===== src/rtl/idma_pkg.sv =====
// Shared iDMA types: error-handler actions, error types, busy flags and the
// error-queue entry layout used by the error-handling arbiter.
package idma_pkg;

  typedef enum logic [1:0] {
    BUS_READ  = 2'd0,
    BUS_WRITE = 2'd1,
    BACKEND   = 2'd2,
    ND_MIDEND = 2'd3
  } err_type_e;

  typedef enum logic {
    CONTINUE = 1'b0,
    ABORT    = 1'b1
  } eh_action_e;

  typedef logic idma_eh_req_t;

  typedef struct packed {
    logic buffer_busy;
    logic r_dp_busy;
    logic w_dp_busy;
    logic r_leg_busy;
    logic w_leg_busy;
    logic eh_fsm_busy;
    logic eh_cnt_busy;
    logic raw_coupler_busy;
  } idma_busy_t;

  localparam int unsigned EhDefaultAddrWidth   = 64;
  localparam int unsigned EhDefaultChanIdWidth = 2;

  // Default-width view of a queued error; modules re-declare it locally with their own widths.
  typedef struct packed {
    err_type_e                         err_type;
    logic [EhDefaultAddrWidth-1:0]     addr;
    logic [EhDefaultChanIdWidth-1:0]   chan;
  } idma_eh_entry_t;

  typedef enum logic [1:0] {
    EH_IDLE,
    EH_REPORT,
    EH_WAIT_ACT,
    EH_DELIVER
  } eh_state_e;

  function automatic int unsigned eh_chan_id_width(input int unsigned num_channels);
    return (num_channels > 1) ? $clog2(num_channels) : 1;
  endfunction

endpackage


===== src/rtl/idma_eh_queue.sv =====
// Synchronous-reset FIFO holding pending error entries, with full/empty/count.
module idma_eh_queue #(
  parameter int unsigned Depth      = 4,
  parameter type         entry_t    = logic,
  parameter int unsigned CountWidth = $clog2(Depth + 1)
) (
  input  logic                  clk_i,
  input  logic                  rst_i,
  input  logic                  push_i,
  input  entry_t                data_i,
  input  logic                  pop_i,
  output entry_t                head_o,
  output logic                  full_o,
  output logic                  empty_o,
  output logic [CountWidth-1:0] count_o
);

  localparam int unsigned PtrWidth = (Depth > 1) ? $clog2(Depth) : 1;

  entry_t                mem_q [Depth];
  entry_t                mem_d [Depth];
  logic [PtrWidth-1:0]   wr_ptr_q, wr_ptr_d, rd_ptr_q, rd_ptr_d;
  logic [CountWidth-1:0] count_q, count_d;
  logic                  do_push, do_pop;

  function automatic logic [PtrWidth-1:0] ptr_inc(input logic [PtrWidth-1:0] ptr);
    return (ptr == PtrWidth'(Depth - 1)) ? '0 : ptr + 1'b1;
  endfunction

  assign full_o  = (count_q == CountWidth'(Depth));
  assign empty_o = (count_q == '0);
  assign count_o = count_q;
  assign head_o  = mem_q[rd_ptr_q];

  always_comb begin
    do_push  = push_i & ~full_o;
    do_pop   = pop_i & ~empty_o;
    mem_d    = mem_q;
    wr_ptr_d = wr_ptr_q;
    rd_ptr_d = rd_ptr_q;
    count_d  = count_q;
    if (do_push) begin
      mem_d[wr_ptr_q] = data_i;
      wr_ptr_d        = ptr_inc(wr_ptr_q);
    end
    if (do_pop) begin
      rd_ptr_d = ptr_inc(rd_ptr_q);
    end
    if (do_push && !do_pop) begin
      count_d = count_q + 1'b1;
    end else if (do_pop && !do_push) begin
      count_d = count_q - 1'b1;
    end
  end

  always_ff @(posedge clk_i) begin
    if (rst_i) begin
      for (int i = 0; i < Depth; i++) begin
        mem_q[i] <= '0;
      end
      wr_ptr_q <= '0;
      rd_ptr_q <= '0;
      count_q  <= '0;
    end else begin
      mem_q    <= mem_d;
      wr_ptr_q <= wr_ptr_d;
      rd_ptr_q <= rd_ptr_d;
      count_q  <= count_d;
    end
  end

endmodule


===== src/rtl/idma_eh_arbiter.sv =====
// Multi-channel error handler: round-robin intake of channel errors into a queue,
// one-at-a-time reporting to the frontend and routing of its action back to the channel.
module idma_eh_arbiter
  import idma_pkg::*;
#(
  parameter int unsigned NumChannels = 4,
  parameter int unsigned AddrWidth   = 64,
  parameter int unsigned QueueDepth  = 4,
  parameter int unsigned CntWidth    = 16,
  parameter int unsigned ChanIdWidth = eh_chan_id_width(NumChannels)
) (
  input  logic                                  clk_i,
  input  logic                                  rst_i,
  input  logic [NumChannels-1:0]                err_valid_i,
  output logic [NumChannels-1:0]                err_ready_o,
  input  logic [NumChannels-1:0][1:0]           err_type_i,
  input  logic [NumChannels-1:0][AddrWidth-1:0] err_addr_i,
  output logic [NumChannels-1:0]                act_valid_o,
  output logic                                  act_o,
  input  logic [NumChannels-1:0]                act_ready_i,
  output logic                                  rep_valid_o,
  input  logic                                  rep_ready_i,
  output logic [1:0]                            rep_type_o,
  output logic [AddrWidth-1:0]                  rep_addr_o,
  output logic [ChanIdWidth-1:0]                rep_chan_o,
  input  logic                                  eh_valid_i,
  output logic                                  eh_ready_o,
  input  idma_eh_req_t                          eh_i,
  input  logic                                  cnt_clear_i,
  output logic [3:0][CntWidth-1:0]              err_cnt_o,
  output logic                                  eh_fsm_busy_o,
  output logic                                  eh_cnt_busy_o
);

  localparam int unsigned QCntWidth = $clog2(QueueDepth + 1);

  typedef struct packed {
    err_type_e              err_type;
    logic [AddrWidth-1:0]   addr;
    logic [ChanIdWidth-1:0] chan;
  } eh_entry_t;

  eh_state_e                 state_q, state_d;
  eh_action_e                act_q, act_d;
  logic [NumChannels-1:0]    outstanding_q, outstanding_d;
  logic [ChanIdWidth-1:0]    rr_q, rr_d;
  logic [3:0][CntWidth-1:0]  cnt_q, cnt_d;

  logic [NumChannels-1:0]    req;
  logic                      grant_valid;
  logic [ChanIdWidth-1:0]    grant_idx, cand_idx;
  int unsigned               cand;
  logic                      push, pop, q_full, q_empty;
  logic [QCntWidth-1:0]      q_count;
  eh_entry_t                 push_entry, head;

  // Round-robin search starting at rr_q over channels without an error in flight.
  always_comb begin
    req         = err_valid_i & ~outstanding_q;
    grant_valid = 1'b0;
    grant_idx   = '0;
    cand        = 0;
    cand_idx    = '0;
    for (int unsigned k = 0; k < NumChannels; k++) begin
      cand     = (32'(rr_q) + k) % NumChannels;
      cand_idx = ChanIdWidth'(cand);
      if (!grant_valid && req[cand_idx]) begin
        grant_valid = 1'b1;
        grant_idx   = cand_idx;
      end
    end
  end

  // Full is the registered count, so a same-cycle pop never opens intake.
  assign push        = grant_valid & ~q_full & ~rst_i;
  assign err_ready_o = push ? (NumChannels'(1) << grant_idx) : '0;

  always_comb begin
    push_entry          = '0;
    push_entry.err_type = err_type_e'(err_type_i[grant_idx]);
    push_entry.addr     = err_addr_i[grant_idx];
    push_entry.chan     = grant_idx;
  end

  idma_eh_queue #(
    .Depth      (QueueDepth),
    .entry_t    (eh_entry_t),
    .CountWidth (QCntWidth)
  ) i_queue (
    .clk_i   (clk_i),
    .rst_i   (rst_i),
    .push_i  (push),
    .data_i  (push_entry),
    .pop_i   (pop),
    .head_o  (head),
    .full_o  (q_full),
    .empty_o (q_empty),
    .count_o (q_count)
  );

  always_comb begin
    state_d     = state_q;
    act_d       = act_q;
    pop         = 1'b0;
    rep_valid_o = 1'b0;
    eh_ready_o  = 1'b0;
    act_valid_o = '0;
    unique case (state_q)
      EH_IDLE: begin
        if (!q_empty) state_d = EH_REPORT;
      end
      EH_REPORT: begin
        rep_valid_o = 1'b1;
        if (rep_ready_i) state_d = EH_WAIT_ACT;
      end
      EH_WAIT_ACT: begin
        eh_ready_o = 1'b1;
        if (eh_valid_i) begin
          act_d   = eh_action_e'(eh_i);
          state_d = EH_DELIVER;
        end
      end
      EH_DELIVER: begin
        act_valid_o[head.chan] = 1'b1;
        if (act_ready_i[head.chan]) begin
          pop     = 1'b1;
          state_d = ((q_count != QCntWidth'(1)) || push) ? EH_REPORT : EH_IDLE;
        end
      end
      default: state_d = EH_IDLE;
    endcase
  end

  always_comb begin
    outstanding_d = outstanding_q;
    rr_d          = rr_q;
    if (pop) outstanding_d[head.chan] = 1'b0;
    if (push) begin
      outstanding_d[grant_idx] = 1'b1;
      rr_d = (grant_idx == ChanIdWidth'(NumChannels - 1)) ? '0 : grant_idx + 1'b1;
    end
  end

  // A clear coinciding with a push leaves only the pushed type at one.
  always_comb begin
    cnt_d = cnt_q;
    if (cnt_clear_i) cnt_d = '0;
    if (push) begin
      if (cnt_clear_i) begin
        cnt_d[push_entry.err_type] = CntWidth'(1);
      end else if (cnt_q[push_entry.err_type] != '1) begin
        cnt_d[push_entry.err_type] = cnt_q[push_entry.err_type] + 1'b1;
      end
    end
  end

  always_ff @(posedge clk_i) begin
    if (rst_i) begin
      state_q       <= EH_IDLE;
      act_q         <= CONTINUE;
      outstanding_q <= '0;
      rr_q          <= '0;
      cnt_q         <= '0;
    end else begin
      state_q       <= state_d;
      act_q         <= act_d;
      outstanding_q <= outstanding_d;
      rr_q          <= rr_d;
      cnt_q         <= cnt_d;
    end
  end

  assign rep_type_o    = rep_valid_o ? head.err_type : 2'b00;
  assign rep_addr_o    = rep_valid_o ? head.addr : '0;
  assign rep_chan_o    = rep_valid_o ? head.chan : '0;
  assign act_o         = act_q;
  assign err_cnt_o     = cnt_q;
  assign eh_fsm_busy_o = (state_q != EH_IDLE);
  assign eh_cnt_busy_o = ~q_empty | (|outstanding_q);

endmodule


===== config.mk =====
export PLATFORM = sky130hd
export DESIGN_NAME = idma_eh_arbiter
export DESIGN_NICKNAME = d
export VERILOG_FILES = /design/src/rtl/idma_pkg.sv /design/src/rtl/idma_eh_queue.sv /design/src/rtl/idma_eh_arbiter.sv
export SDC_FILE = /design/constraint.sdc
export NUM_CORES = 1
export LEC_CHECK = 0
export ABC_AREA = 1
export BUFFER_PORTS_ARGS = -buffer_cell sky130_fd_sc_hd__buf_2
export CORE_MARGIN = 3
export CORE_UTILIZATION = 35
export DETAILED_ROUTE_END_ITERATION = 16
export GPL_TIMING_DRIVEN = 0
export PLACE_DENSITY = 0.57
export SLEW_MARGIN = 10
export SYNTH_ARGS = -nofsm -noshare
export SYNTH_HDL_FRONTEND = slang
export SYNTH_SLANG_ARGS = --single-unit
export TNS_END_PERCENT = 20

===== constraint.sdc =====
create_clock -name clk_i -period 8.6 [get_ports clk_i]
set_input_delay 0.43 -clock clk_i [delete_from_list [all_inputs] [get_ports clk_i]]
set_output_delay 0.43 -clock clk_i [all_outputs]
set_load 0.05 [all_outputs]

Word level (Yosys, flattened, before mapping) --
Cells that the tools add are included.
Cells by class: add/subtract/negate cells 9, magnitude comparators 13, equality and inequality tests 13, shifts and indexed selects 1, mux-type cells 63, bitwise operators 18, reductions and logical operators 22
Operators by type and width (number):
- two-way mux 64 bit | 6
- bitwise mux 272 bit | 1
- two-way mux 68 bit | 3
- binary-select mux 68 bit (select 2 bit) | 1
- demux 68 bit (select 2 bit) | 1
- binary-select mux 64 bit (select 2 bit) | 1
- bitwise mux 64 bit | 1
- bitwise AND 60 bit | 1
- NOT 60 bit | 1
- binary-select mux 16 bit (select 2 bit) | 1
- demux 16 bit (select 2 bit) | 1
- two-way mux 16 bit | 2
- two-way mux 2 bit | 14
- < comparator 2 x 3 -> 1 bit, second input constant | 7
- adder 16 x 1 -> 16 bit, second input constant | 1
- two-way mux 1 bit | 16
- two-way mux 4 bit | 4
- inequality test 16 bit, second input constant | 1
- binary-select mux 1 bit (select 2 bit) | 5
- equality test 2 bit, second input constant | 5
- logical AND 1 bit | 9
- adder 2 x 1 -> 2 bit, second input constant | 4
- bitwise AND 4 bit | 2
- inequality test 2 bit, second input constant | 4
- 28 further kinds | 47
Word-level totals: register bits after elaboration 352, input bits 278, output and inout port bits 145, word-level logic and storage cells 162

Longest topological paths before layout --
depth in word-level cells 24, depth in mapped cells 31, gate-level depth less buffers 28

Modules after synthesis --
A second synthesis with hierarchy kept.
Unflattened totals: cell total of the unflattened synthesis 3979, area total of the unflattened synthesis 23098.4 um^2
By module, submodules not included:
- idma_eh_queue | times used 1, cells each 2568, area each 15508.6 um^2, seq. area each 5585.4 um^2
- idma_eh_arbiter | times used 1, cells each 1411, area each 7589.8 um^2, seq. area each 1461.4 um^2

Least setup slack after synthesis --
No wires, ideal clock.
kind reg-to-reg, start point register rr_q[0], end point register cnt_q, in the netlist err_cnt_o[50], library setup time 120 ps, data arrival time 3408 ps, required time 8480 ps, slack 5071 ps, stages on the path, launching flop included 30, buffers on the path 4, period minus slack after synthesis 3529 ps, path through dfxtp_1 buf_6 inv_6 nand2_1 nand2_2 nand3_2 nand2_4 nand3_4 nor2_4 nor2_1 nor2_4 nand3_2 nand2_2 buf_6 buf_6 nor2_2 nand2_1 nand2_1 nor2_4 ha_1 inv_1 nor2_2 nand2_2 nor2_8 nand3_4 nand2_4 inv_2 buf_6 o211ai_1 nand2_1
On the way: word-level cells in the longest chain between the ends 22
Ends and longest elaborated chain:
- start, declared | RTL line idma_eh_arbiter.sv:46 | logic [ChanIdWidth-1:0] rr_q, rr_d;
- start signal, assigned | RTL line idma_eh_arbiter.sv:168 | rr_q <= rr_d;
- parallel branches: the longest is 21 deep, another holds adder 2 x 1 -> 2 bit
- two-way mux 64 bit * | RTL line idma_eh_arbiter.sv:148 | if (push) begin
- end signal, assigned | RTL line idma_eh_arbiter.sv:169 | cnt_q <= cnt_d;
- end, declared | RTL line idma_eh_arbiter.sv:47 | logic [3:0][CntWidth-1:0] cnt_q, cnt_d;
Every way passes the cells marked *. The select of a mux whose other input is x is not followed. A chain may end at the register's enable or synchronous reset.

Worst setup path after layout --
start point register rr_q[0], end point output err_ready_o[0]
On the way: word-level cells in the longest chain between the ends 15
Ends and longest elaborated chain:
- parallel branches: the longest is 14 deep, another holds adder 2 x 1 -> 2 bit
- two-way mux 4 bit * | RTL line idma_eh_arbiter.sv:76 | assign err_ready_o = push ? (NumChannels'(1) << grant_idx) : '0;
- end, declared | RTL line idma_eh_arbiter.sv:15 | output logic [NumChannels-1:0] err_ready_o,
Marks and branches as above.

==> results.tsv <==
metric	value	unit
gr usage total	26.6	%
Yosys top cell area share	34.6	%
DRT Pass-1 Iters	6	
top-count cell post-synth	inv_1	
Rel. slew slack	23.7	%
Slew Viols, Final	0	
max-cap check violation count	0	
fill count	6220	
area of the core	56900	um2
Req. time, crit path	8.17	ns
Post-Syn Area per Cell	6.40	um2
fin crit period	4.90	ns
Hold-fix buffers, CTS	0	
Reg2Reg Depth	27	
endpoints failing setup	0	
register area	7050	um2
placer's final routability congestion estimate	0.927	
post-DR wirelength/cell	19.1	um
HP Class	input pin to flip-flop	
Final WS setup	3.70	ns
Ys Warns	0	
dpl hpwl	64100	um
Worst-Skew Late Latency	0.58	ns
CP startpoint kind	flip-flop	
Iteration-0 DRC Markers	1922	
IO buf count	420	
Rows	87	
full die area	61100	um2
Synth Instances	3182	
FFs w/ async S/R, synth	0	%
WL final	84900	um
residual DRC count	0	
CTS Sinks	352	
routed vias/inst	5.12	
leading post-synthesis cells by cell area	dfxtp_1 (35%), a21oi_1 (13%), o21ai_0 (12%)	
CTS tree	yes	
period utilisation layout	57.0	%
Nets	3944	
cell taking the most area after synthesis	dfxtp_1	
setup bufs post-CTS	0	
IO Pins	423	
CP endpoint kind	primary output	
Critical Path Max Stage Delay	0.83	ns
Yosys reg bits	352	
syn_nets	3480	
count of unique library cells instantiated by Yosys	41	
post-layout util	43.7	%
antenna-violating nets left	0	
largest net degree at the start of global routing	13	
CP max FO	11	
Hold Vio Cnt, Final	0	
Max clock buf depth	3	
H-tree level count	2	
Worst path slowest cell	clkbuf_1	
Post-CTS Resized	0	
top_reg_cell synth	dfxtp_1	
Initial Utilization	35.8	%
layout cells sized above 1	15.8	%
top cells by count, synth	inv_1 (649), a21oi_1 (514), o21ai_0 (505)	
status	finished clean	
cells along the critical path	buf_6 > inv_6 > nand2_1 > nand2_2 > nand3_1 > nand2_2 > nand4_4 > nand3_2 > buf_6 > clkbuf_1 > clkbuf_1 > ha_1 > nand2_1 > inv_1 > buf_2	
Setup TNS	0	ns
Remaining Overflow, GRT	0	
vias in the first global route	20601	
TritonCTS buffer count	42	
Slew @ Worst Pin	1.14	ns
Die Height	247	um
first-pass GRT wire length	125000	um
hold path depth	3	
WS Path Type	flip-flop to primary output	
die width	247	um
root buf cell	clkbuf_16	
Post-Syn Area	20400	um2
vias	22712	
post-synthesis sequential area ratio	34.6	%
unrepaired setup endpoints after global routing	false	
Setup Skew	0.0132	ns
Critical Path AT	4.47	ns
area of the multi-input gates	9860	um2
initial antenna violation count	5	
Post-Place Setup Slack	3.88	ns
fmax	0.204	GHz
Area growth, synth to finish	22.2	%
Worst-path clk slew	0.06	ns
Post-synth EDFFs	0	
==> cell usage in the layout (no fill, tap or decap), drive strengths merged, types with 2 or more instances in the layout <==
cell and count:
o21bai 64, a21boi 4, inv 660, clkinv 17, clkbuf 239, nand3 151
buf 464, o211ai 18, nand3b 9, dfxtp 352, xnor2 2, o21ai 516
nand2 464, xor2 5, nor3 2, o22ai 2, a21oi 514, a31oi 68
bufinv 4, nand4 3, ha 20, nor2 99
==> cells by family after synthesis <==
| group | after synthesis | synth area share [%] |
|---|---|---|
| DFF | 352 | 34.6 |
| xor gates and xnor gates | 7 | 0.338 |
| AOI/OAI and AO/OA | 1188 | 30.8 |
| adders and majority gates | 20 | 1.23 |
| and+or+nand+nor | 728 | 16.1 |
| buffers and inverters | 887 | 17.0 |
==> through the flow <==
stage	cell area, um2	std cells	hold WS [ns]
floorplan	20400	3182	0.425
global placement	23400	4358	0.435
detailed placement	23400	4358	0.446
CTS	24900	4436	0.104
global route	24900	4437	0.133
finish	24900	4437	0.126
==> sequential cells by signal (all words and copies together), names as in the netlist <==
signal            cells
i_queue.mem_q       272
err_cnt_o            64
outstanding_q         4
i_queue.count_o       3
i_queue.rd_ptr_q      2
i_queue.wr_ptr_q      2
rr_q                  2
state_q               2
act_o                 1
==> final cells by class <==
cell class	instances	share of cell area (%)
clock buffers	59	5.05
inverters	663	10.0
plain buffers	224	3.86
clock inverters	19	0.870
diodes	1	0.0101
repair buffers	420	8.45
multi-input cells	1943	39.6
flip-flops and latches	352	28.3
well taps	756	3.80
==> per-layer routing <==
layer,wire length (um),global-route usage (%),share of wire (%)
met1,36800,35.5,43
met4,3150,10.5,3.7
met3,6260,3.76,7.4
met5,9,0,0.011
met2,38700,43.2,46
==> worst max-delay path, delay by kind of cell, from the launching register on <==
family                     cells  cell delay, ns
buffers and inverters          7            2.35
and+or+nand+nor                7            0.95
DFF                            1            0.30
adders and majority gates      1            0.26
==> path summary, 6_finish.rpt <==
check | start | to | slack [ns]
max | rr_q[0] | err_ready_o[0] | 3.70
min | eh_i | act_o | 0.13
max reg2reg | rr_q[1] | err_cnt_o[44] | 3.90
min reg2reg | i_queue.mem_q[205] | i_queue.mem_q[205] | 0.46
Power is left out: the tool's default activity adds up to more than one toggle a clock period on the data nets, which glitch-free logic cannot reach.
